===== config.mk =====
export PLATFORM = sky130hd
export DESIGN_NAME = baud_generator_frac
export DESIGN_NICKNAME = d
export VERILOG_FILES = /design/src/rtl/baud_generator_frac.sv
export SDC_FILE = /design/constraint.sdc
export NUM_CORES = 1
export LEC_CHECK = 0
export BUFFER_PORTS_ARGS = -buffer_cell sky130_fd_sc_hd__clkbuf_2
export CORE_MARGIN = 2
export CORE_UTILIZATION = 54
export DETAILED_ROUTE_END_ITERATION = 12
export PLACE_DENSITY = 0.82
export SYNTH_ARGS = -nofsm -noshare
export SYNTH_HDL_FRONTEND = slang
export SYNTH_SLANG_ARGS = --single-unit

===== constraint.sdc =====
create_clock -name Bus_Clk_i -period 2.9 [get_ports Bus_Clk_i]
set_input_delay 0.435 -clock Bus_Clk_i [delete_from_list [all_inputs] [get_ports Bus_Clk_i]]
set_output_delay 0.435 -clock Bus_Clk_i [all_outputs]
set_load 0.05 [all_outputs]

===== src/rtl/baud_generator_frac.sv =====
// baud_generator_frac: fractional-N baud clock generator with a double-buffered divisor.
//   Bus_Clk_i      : clock, all flops on the rising edge
//   RST_N_i        : synchronous active-low reset
//   Enable_i       : run when high, freeze when low
//   Clear_i        : synchronous restart of counter, output and accumulator
//   Div_Int_i      : integer half-period divisor D
//   Div_Frac_i     : fractional divisor F in units of 1/2^FRAC_W clock
//   Div_Load_i     : strobe capturing Div_Int_i/Div_Frac_i into the pending divisor
//   Baud_Rate_o    : registered baud clock
//   Baud_rate_re_o : one-cycle rise strobe
//   Baud_rate_fe_o : one-cycle fall strobe
//   Load_Pend_o    : a captured divisor is waiting to be applied
module baud_generator_frac #(
    parameter int DIV_W  = 16,
    parameter int FRAC_W = 4
) (
    input  logic              Bus_Clk_i,
    input  logic              RST_N_i,
    input  logic              Enable_i,
    input  logic              Clear_i,
    input  logic [DIV_W-1:0]  Div_Int_i,
    input  logic [FRAC_W-1:0] Div_Frac_i,
    input  logic              Div_Load_i,
    output logic              Baud_Rate_o,
    output logic              Baud_rate_re_o,
    output logic              Baud_rate_fe_o,
    output logic              Load_Pend_o
);
    logic [DIV_W-1:0]  r_da, r_dp, w_da_n;
    logic [FRAC_W-1:0] r_fa, r_fp, r_acc, w_fa_n;
    logic [DIV_W:0]    r_cnt, w_len;
    logic [FRAC_W:0]   w_sum;
    logic              r_ext, r_pend, r_baud;
    logic              w_run, w_re, w_fe, w_idle, w_take, w_upd;

    always_comb begin
        // 2*Da + ext packs exactly into DIV_W+1 bits
        w_len  = {r_da, r_ext};
        w_run  = RST_N_i && Enable_i && !Clear_i && (r_da != '0);
        w_re   = w_run && (r_cnt == {1'b0, r_da});
        w_fe   = w_run && (r_cnt == w_len);
        w_idle = (r_cnt == '0) && !Clear_i;
        // a load on the fe cycle bypasses the pending register
        w_take = w_fe && Div_Load_i;
        w_upd  = w_take || ((w_fe || w_idle) && r_pend);
        w_da_n = w_take ? Div_Int_i  : (w_upd ? r_dp : r_da);
        w_fa_n = w_take ? Div_Frac_i : (w_upd ? r_fp : r_fa);
        w_sum  = {1'b0, r_acc} + {1'b0, w_fa_n};
    end

    always_ff @(posedge Bus_Clk_i) begin
        if (!RST_N_i) begin
            r_cnt  <= '0;
            r_acc  <= '0;
            r_ext  <= 1'b0;
            r_baud <= 1'b0;
            r_pend <= 1'b0;
            r_da   <= DIV_W'(1);
            r_dp   <= DIV_W'(1);
            r_fa   <= '0;
            r_fp   <= '0;
        end else begin
            r_da   <= w_da_n;
            r_fa   <= w_fa_n;
            r_pend <= (Div_Load_i && !w_fe) || (r_pend && !w_upd);
            if (Div_Load_i) begin
                r_dp <= Div_Int_i;
                r_fp <= Div_Frac_i;
            end
            if (Clear_i) begin
                r_cnt  <= '0;
                r_acc  <= '0;
                r_ext  <= 1'b0;
                r_baud <= 1'b0;
            end else if (r_da == '0) begin
                r_cnt  <= '0;
                r_baud <= 1'b0;
            end else if (w_fe) begin
                // carry out of the accumulator lengthens the next high phase
                r_cnt  <= (DIV_W+1)'(1);
                r_acc  <= w_sum[FRAC_W-1:0];
                r_ext  <= w_sum[FRAC_W];
                r_baud <= 1'b0;
            end else if (w_run) begin
                r_cnt <= r_cnt + 1'b1;
                if (w_re) r_baud <= 1'b1;
            end
        end
    end

    assign Baud_Rate_o    = r_baud;
    assign Baud_rate_re_o = w_re;
    assign Baud_rate_fe_o = w_fe;
    assign Load_Pend_o    = r_pend;
endmodule


# Word level (Yosys, flattened, before mapping)
# Cells that the tools add are included.
# classes
add_sub_neg	2
eq_ne	2
muxes	6
bitwise_logic	2
n_reduce_logical	26
# op_table
cell	count
two-way mux 16 bit	2
adder 17 x 1 -> 17 bit (second input constant)	1
== test 17 x 16 -> 1 bit	1
== test 17 bit	1
zero test 17 bit	1
zero test 16 bit	1
nonzero test 16 bit	1
logical AND 1 bit	10
two-way mux 4 bit	2
adder 4 x 4 -> 5 bit	1
AND reduction 2 bit	2
nonzero test 2 bit	2
OR reduction 4 bit	1
zero test 1 bit	3
logical OR 1 bit	3
OR reduction 3 bit	1
two-way mux 1 bit	2
inverter 1 bit	2
OR reduction 2 bit	1
# word_totals
regBits	64
input_bits	25
out_inout_bits	4
wordCells	48

# Longest topological paths before layout
# depth
word_depth	10
ltp_mapped	16
ltp_nobuf	13

# Least setup slack after synthesis
# Ideal clock, no wire load.
# synth_timing
path_type	flip-flop to flip-flop
from	reg r_da[4]
to	reg r_ext
setup_ns	0.138
t_arrival_ns	2.755
t_required_ns	2.762
path_slack_ns	0.007
stages_incl_launch_ff	13
n_path_buf	1
synth_period_minus_slack_ns	2.893
cell_sequence	dfxtp_1 -> nor4_1 -> nand4_2 -> and4_4 -> and3_4 -> buf_6 -> a211oi_2 -> nor3_1 -> ha_1 -> fa_1 -> a21o_1 -> a21oi_1 -> a211oi_1
# synth_between
elab_chain_cells	9
word_cells_on_any_way	14
cone_classes	1 x add/sub; 1 x eq/ne; 2 x mux; 1 x bitwise; 9 x reduce/logical
# synth_lines
item	line	source
start: declaration	29	logic [DIV_W-1:0] r_da, r_dp, w_da_n;
start signal: assignment	63	r_da <= w_da_n;
nonzero test 16 bit	39	w_run = RST_N_i && Enable_i && !Clear_i && (r_da != '0);
logical AND 1 bit	39	
logical AND 1 bit (*)	41	w_fe = w_run && (r_cnt == w_len);
logical OR 1 bit	45	w_upd = w_take || ((w_fe || w_idle) && r_pend);
logical AND 1 bit	45	
logical OR 1 bit	45	
two-way mux 4 bit	47	w_fa_n = w_take ? Div_Frac_i : (w_upd ? r_fp : r_fa);
two-way mux 4 bit (*)	47	
named net w_fa_n[0]	30	logic [FRAC_W-1:0] r_fa, r_fp, r_acc, w_fa_n;
adder 4 x 4 -> 5 bit (*)	48	w_sum = {1'b0, r_acc} + {1'b0, w_fa_n};
end signal: assignment	82	r_ext <= w_sum[FRAC_W];
end: declaration	33	logic r_ext, r_pend, r_baud;
# Mark *: on every way through the listed nets, which the timed path passes. The rest lies on a longest branch.
# A chain may end at the register's enable or synchronous reset.

# Final worst setup path
# layout_timing
from	reg r_cnt[11]
to	reg r_acc[3]
# layout_between
elab_chain_cells	8
word_cells_on_any_way	12
cone_classes	1 x add/sub; 1 x eq/ne; 2 x mux; 8 x reduce/logical
# layout_lines
item	line	source
start: declaration	31	logic [DIV_W:0] r_cnt, w_len;
start signal: assignment	80	r_cnt <= (DIV_W+1)'(1);
start signal: assignment	85	r_cnt <= r_cnt + 1'b1;
== test 17 bit or zero test 17 bit (tied branches)	41, 42	
logical AND 1 bit, on equally long branches	41, 42	
logical OR 1 bit	45	
logical AND 1 bit	45	
logical OR 1 bit	45	
two-way mux 4 bit	47	
two-way mux 4 bit (*)	47	
named net w_fa_n[1]	30	
adder 4 x 4 -> 5 bit (*)	48	
end signal: assignment	81	r_acc <= w_sum[FRAC_W-1:0];
end: declaration	30	
# Marks and branches as above.

==> run_results.csv <==
group,metric,value,unit
min_path,holdPathEnd,"r_dp[1]$_SDFFE_PN0P_",
logic_synthesis,yosysWarnings,0,
final_layout,drive_above_1_share,30.5,%
timing,fin_crit_sh,101,%
final_layout,nFillCells,495,
global_route,antenna_found_initial,0,
logic_synthesis,syn_avg_cell_area,9.29,µm²
critical_path,path_class,"reg -> reg",
timing,setup_viol,2,
min_path,hp-class,"in -> reg",
logic_synthesis,synth.distinct_cells,48,
final_layout,seq_area,1300,µm²
critical_path,worstReg2RegEnd,"r_acc[3]$_SDFFE_PP0P_",
clocking,root_buffer,"clkbuf_8",
global_route,track_usage,24.6,%
logic_synthesis,synthSimpleGateAreaFrac,28.0,%
clocking,clkTransAtPathRegs,70,ps
drt,drc,0,
clocking,htree_num_levels,3,
logic_synthesis,synth_xor_xnor_area_share,12.0,%
global_route,grt_pass1_vias,3022,
timing,setup_ws,-24.0,ps
placement,port_buffers,28,
timing,finClkSkew,9.71,ps
drt,via_per_inst,6.01,
final_layout,stdcell_count,519,
logic_synthesis,synthAdderAreaFrac,2.60,%
final_layout,area_growth,16.9,%
critical_path,end_kind,"flop",
placement,place_hpwl,6100,µm
job,maxCapViolCount,0,
power_and_ir_drop,power_leakage,1.78,nW
drt,wl,8930,µm
drt,wl_per_cell,17.2,µm
drt,firstDrtPassIters,5,
final_layout,layout_common_cells,"53 x dfxtp_1, 50 x nor2_1, 40 x buf_4",
critical_path,regToRegSetupSlack,-20,ps
critical_path,crit_fanout,6,
logic_synthesis,ys_seq_elements,64,
run_status,status,"finished with violations",
logic_synthesis,synthesis.area,3650,µm²
min_path,holdPathStages,3,
die,die_y,86.2,µm
power_and_ir_drop,pwr_density_cell,461,nW/µm²
critical_path,critPathLaunchType,"flop",
clocking,cts_inserted_buffers,9,
drt,vias,3119,
final_layout,multi_input_area,2210,µm²
global_route,grt_pass1_wl,14400,µm
clocking,cts_tree,"yes",
logic_synthesis,synthArstFlopShare,0,%
run_status,failed_checks,"setup timing",
logic_synthesis,ys_seq_area_share,35.1,%
clocking,clock_path_buffers,2,
die,initial_core_util,56.5,%
clocking,clk_latency,350,ps
timing,finalMaxSlewViolations,0,
critical_path,worstPathArrival,3160,ps
placement,gp_congestion,0.948,
logic_synthesis,synth_mux_area_share,6.58,%
min_path,min_from,"Div_Int_i[1]",
logic_synthesis,synth_top_family_by_area,"simple AND/OR/NAND/NOR gates",
logic_synthesis,syn-instance-count,393,
die,core,6460,µm²
critical_path,reg2reg_from,"r_cnt[11]$_SDFFE_PP0P_",
clocking,cts.sinks,64,
die,ioPinCount,29,
timing,fmax,0.342,GHz
die,design.die.area,7430,µm²
timing,fin_crit,2920,ps
logic_synthesis,synth_nets,425,
critical_path,startpoint,"r_cnt[11]$_SDFFE_PP0P_",
final_layout,mostFrequentLayoutCell,"dfxtp_1",
final_layout,finalNetCount,469,
critical_path,r2r_cells,13,
drt,drtIter0Drc,208,
logic_synthesis,ys_dominant_reg_cell,"dfxtp_1",
timing,rsz0062_at_grt,"yes",
global_route,grt_overflow,0,
global_route,grt_max_degree,34,
placement,dp_cells,497,
drt,ant_nets,0,
critical_path,worstPathRequired,3130,ps
die,rows,29,
final_layout,utilization,66.1,%
die,fp.dieW,86.2,µm
timing,finalHoldViolCount,0,
clocking,ctsHoldBuffers,0,
logic_synthesis,synth_compound_area_share,8.94,%
logic_synthesis,synth-edff-count,0,
timing,worstMarginPinSlew,559,ps
timing,slew_headroom,62.8,%
final_layout,antennaDiodeCount,0,
power_and_ir_drop,peakVddDrop,0.350,mV
repair_timing:
| item | 4_1_cts | 5_1_grt |
|---|---|---|
| endpoints found under the setup margin | 4 | 5 |
| buffers inserted | 4 | 2 |
| pin swaps | 3 | 6 |
| resized for setup | 5 | 27 |
worst max-delay path: stages (launching register included):
cell	delay, ps
dfxtp_4	370
or4_4	500
nor3_4	200
nand4_1	210
o21ai_2	170
buf_4	170
a211oi_2	100
nor3_2	230
ha_1	260
a21o_1	190
a21oi_2	140
xnor2_1	80
mux2i_1	140
nor2_1	50
report_power, final:
part | leakage [nW] | switching, mW | internal [mW]
registers | 0.527 | 0.0367 | 0.914
logic | 1.16 | 0.154 | 0.135
clock network | 0.0906 | 0.350 | 0.378
per-layer routing:
| layer | vias up | global-route usage (%) | share of wire [%] |
|---|---|---|---|
| li1 | 1491 | - | - |
| met1 | 1489 | 31.5 | 43 |
| met2 | 111 | 40.6 | 49 |
| met3 | 28 | 4.00 | 5.9 |
| met4 | 0 | 11.5 | 2.9 |
| met5 | - | 0 | 0 |
state kept, by name, indices dropped and copies added (netlist names):
| signal | count |
|---|---|
| r_fa | 4 |
| r_ext | 1 |
| Load_Pend_o | 1 |
| r_fp | 4 |
| r_da | 16 |
| r_acc | 4 |
| r_dp | 16 |
| r_cnt | 17 |
| Baud_Rate_o | 1 |
logic make-up after synthesis:
| logic type | count (synthesis) |
|---|---|
| AO/OA/AOI/OAI | 46 |
| multiplexers | 24 |
| AND/OR/NAND/NOR | 161 |
| buffers and inverters | 41 |
| XOR/XNOR | 50 |
| adder cells (fa/ha/maj) | 7 |
| flip-flops | 64 |
through the flow:
| step | hold WS [ps] | setup slack (ps) | total power, mW | TNS, ps | instance area, µm² |
|---|---|---|---|---|---|
| 2_1_floorplan | 443 | 7.42 | 1.15 | 0 | 3650 |
| 3_3_place_gp | 454 | -34.2 | 1.22 | -34.2 | 3920 |
| 3_5_place_dp | 467 | -115 | 1.23 | -175 | 3920 |
| 4_1_cts | 339 | 0.589 | 1.95 | 0 | 4170 |
| 5_1_grt | 347 | -169 | 2.04 | -425 | 4270 |
| 6_report | 344 | -24.0 | 1.97 | -42.6 | 4270 |
worst max path at each step:
| stage | end | slack [ps] | depth (start not counted) |
|---|---|---|---|
| 2_1_floorplan | r_ext$_SDFFE_PP0P_ | 7 | 12 |
| 5_1_grt | r_acc[3]$_SDFFE_PP0P_ | -170 | 13 |
| 3_5_place_dp | r_ext$_SDFFE_PP0P_ | -120 | 11 |
| 4_1_cts | r_ext$_SDFFE_PP0P_ | 0.6 | 11 |
| 6_report | r_acc[3]$_SDFFE_PP0P_ | -20 | 13 |
| 3_3_place_gp | r_ext$_SDFFE_PP0P_ | -30 | 11 |
Yosys cell counts, types with 5 or more instances:
| cell type | number | area [µm²] |
|---|---|---|
| o21ai_0 | 15 | 75.1 |
| ha_1 | 6 | 75.1 |
| xnor2_1 | 29 | 254 |
| nor4_1 | 6 | 37.5 |
| nand2_1 | 11 | 41.3 |
| dfxtp_1 | 64 | 1280 |
| xor2_1 | 21 | 184 |
| a211oi_1 | 17 | 128 |
| nand3_1 | 10 | 50.1 |
| inv_1 | 5 | 18.8 |
| nor2_1 | 50 | 188 |
| buf_2 | 11 | 55.1 |
| mux2i_1 | 24 | 240 |
| clkbuf_1 | 9 | 33.8 |
| buf_6 | 9 | 101 |
| nand4_1 | 7 | 43.8 |
| and4b_1 | 19 | 190 |
| nor3_1 | 30 | 150 |
area by class of cell:
| type | instances | area share [%] |
|---|---|---|
| multi-input combinational | 288 | 51.9 |
| sequential | 64 | 30.4 |
| timing repair buffer | 68 | 10.4 |
| clock buffer | 12 | 3.87 |
| tap | 77 | 2.26 |
| clock inverter | 4 | 0.645 |
| inverter | 6 | 0.528 |
Note: power is estimated with default switching activity, not from simulation.
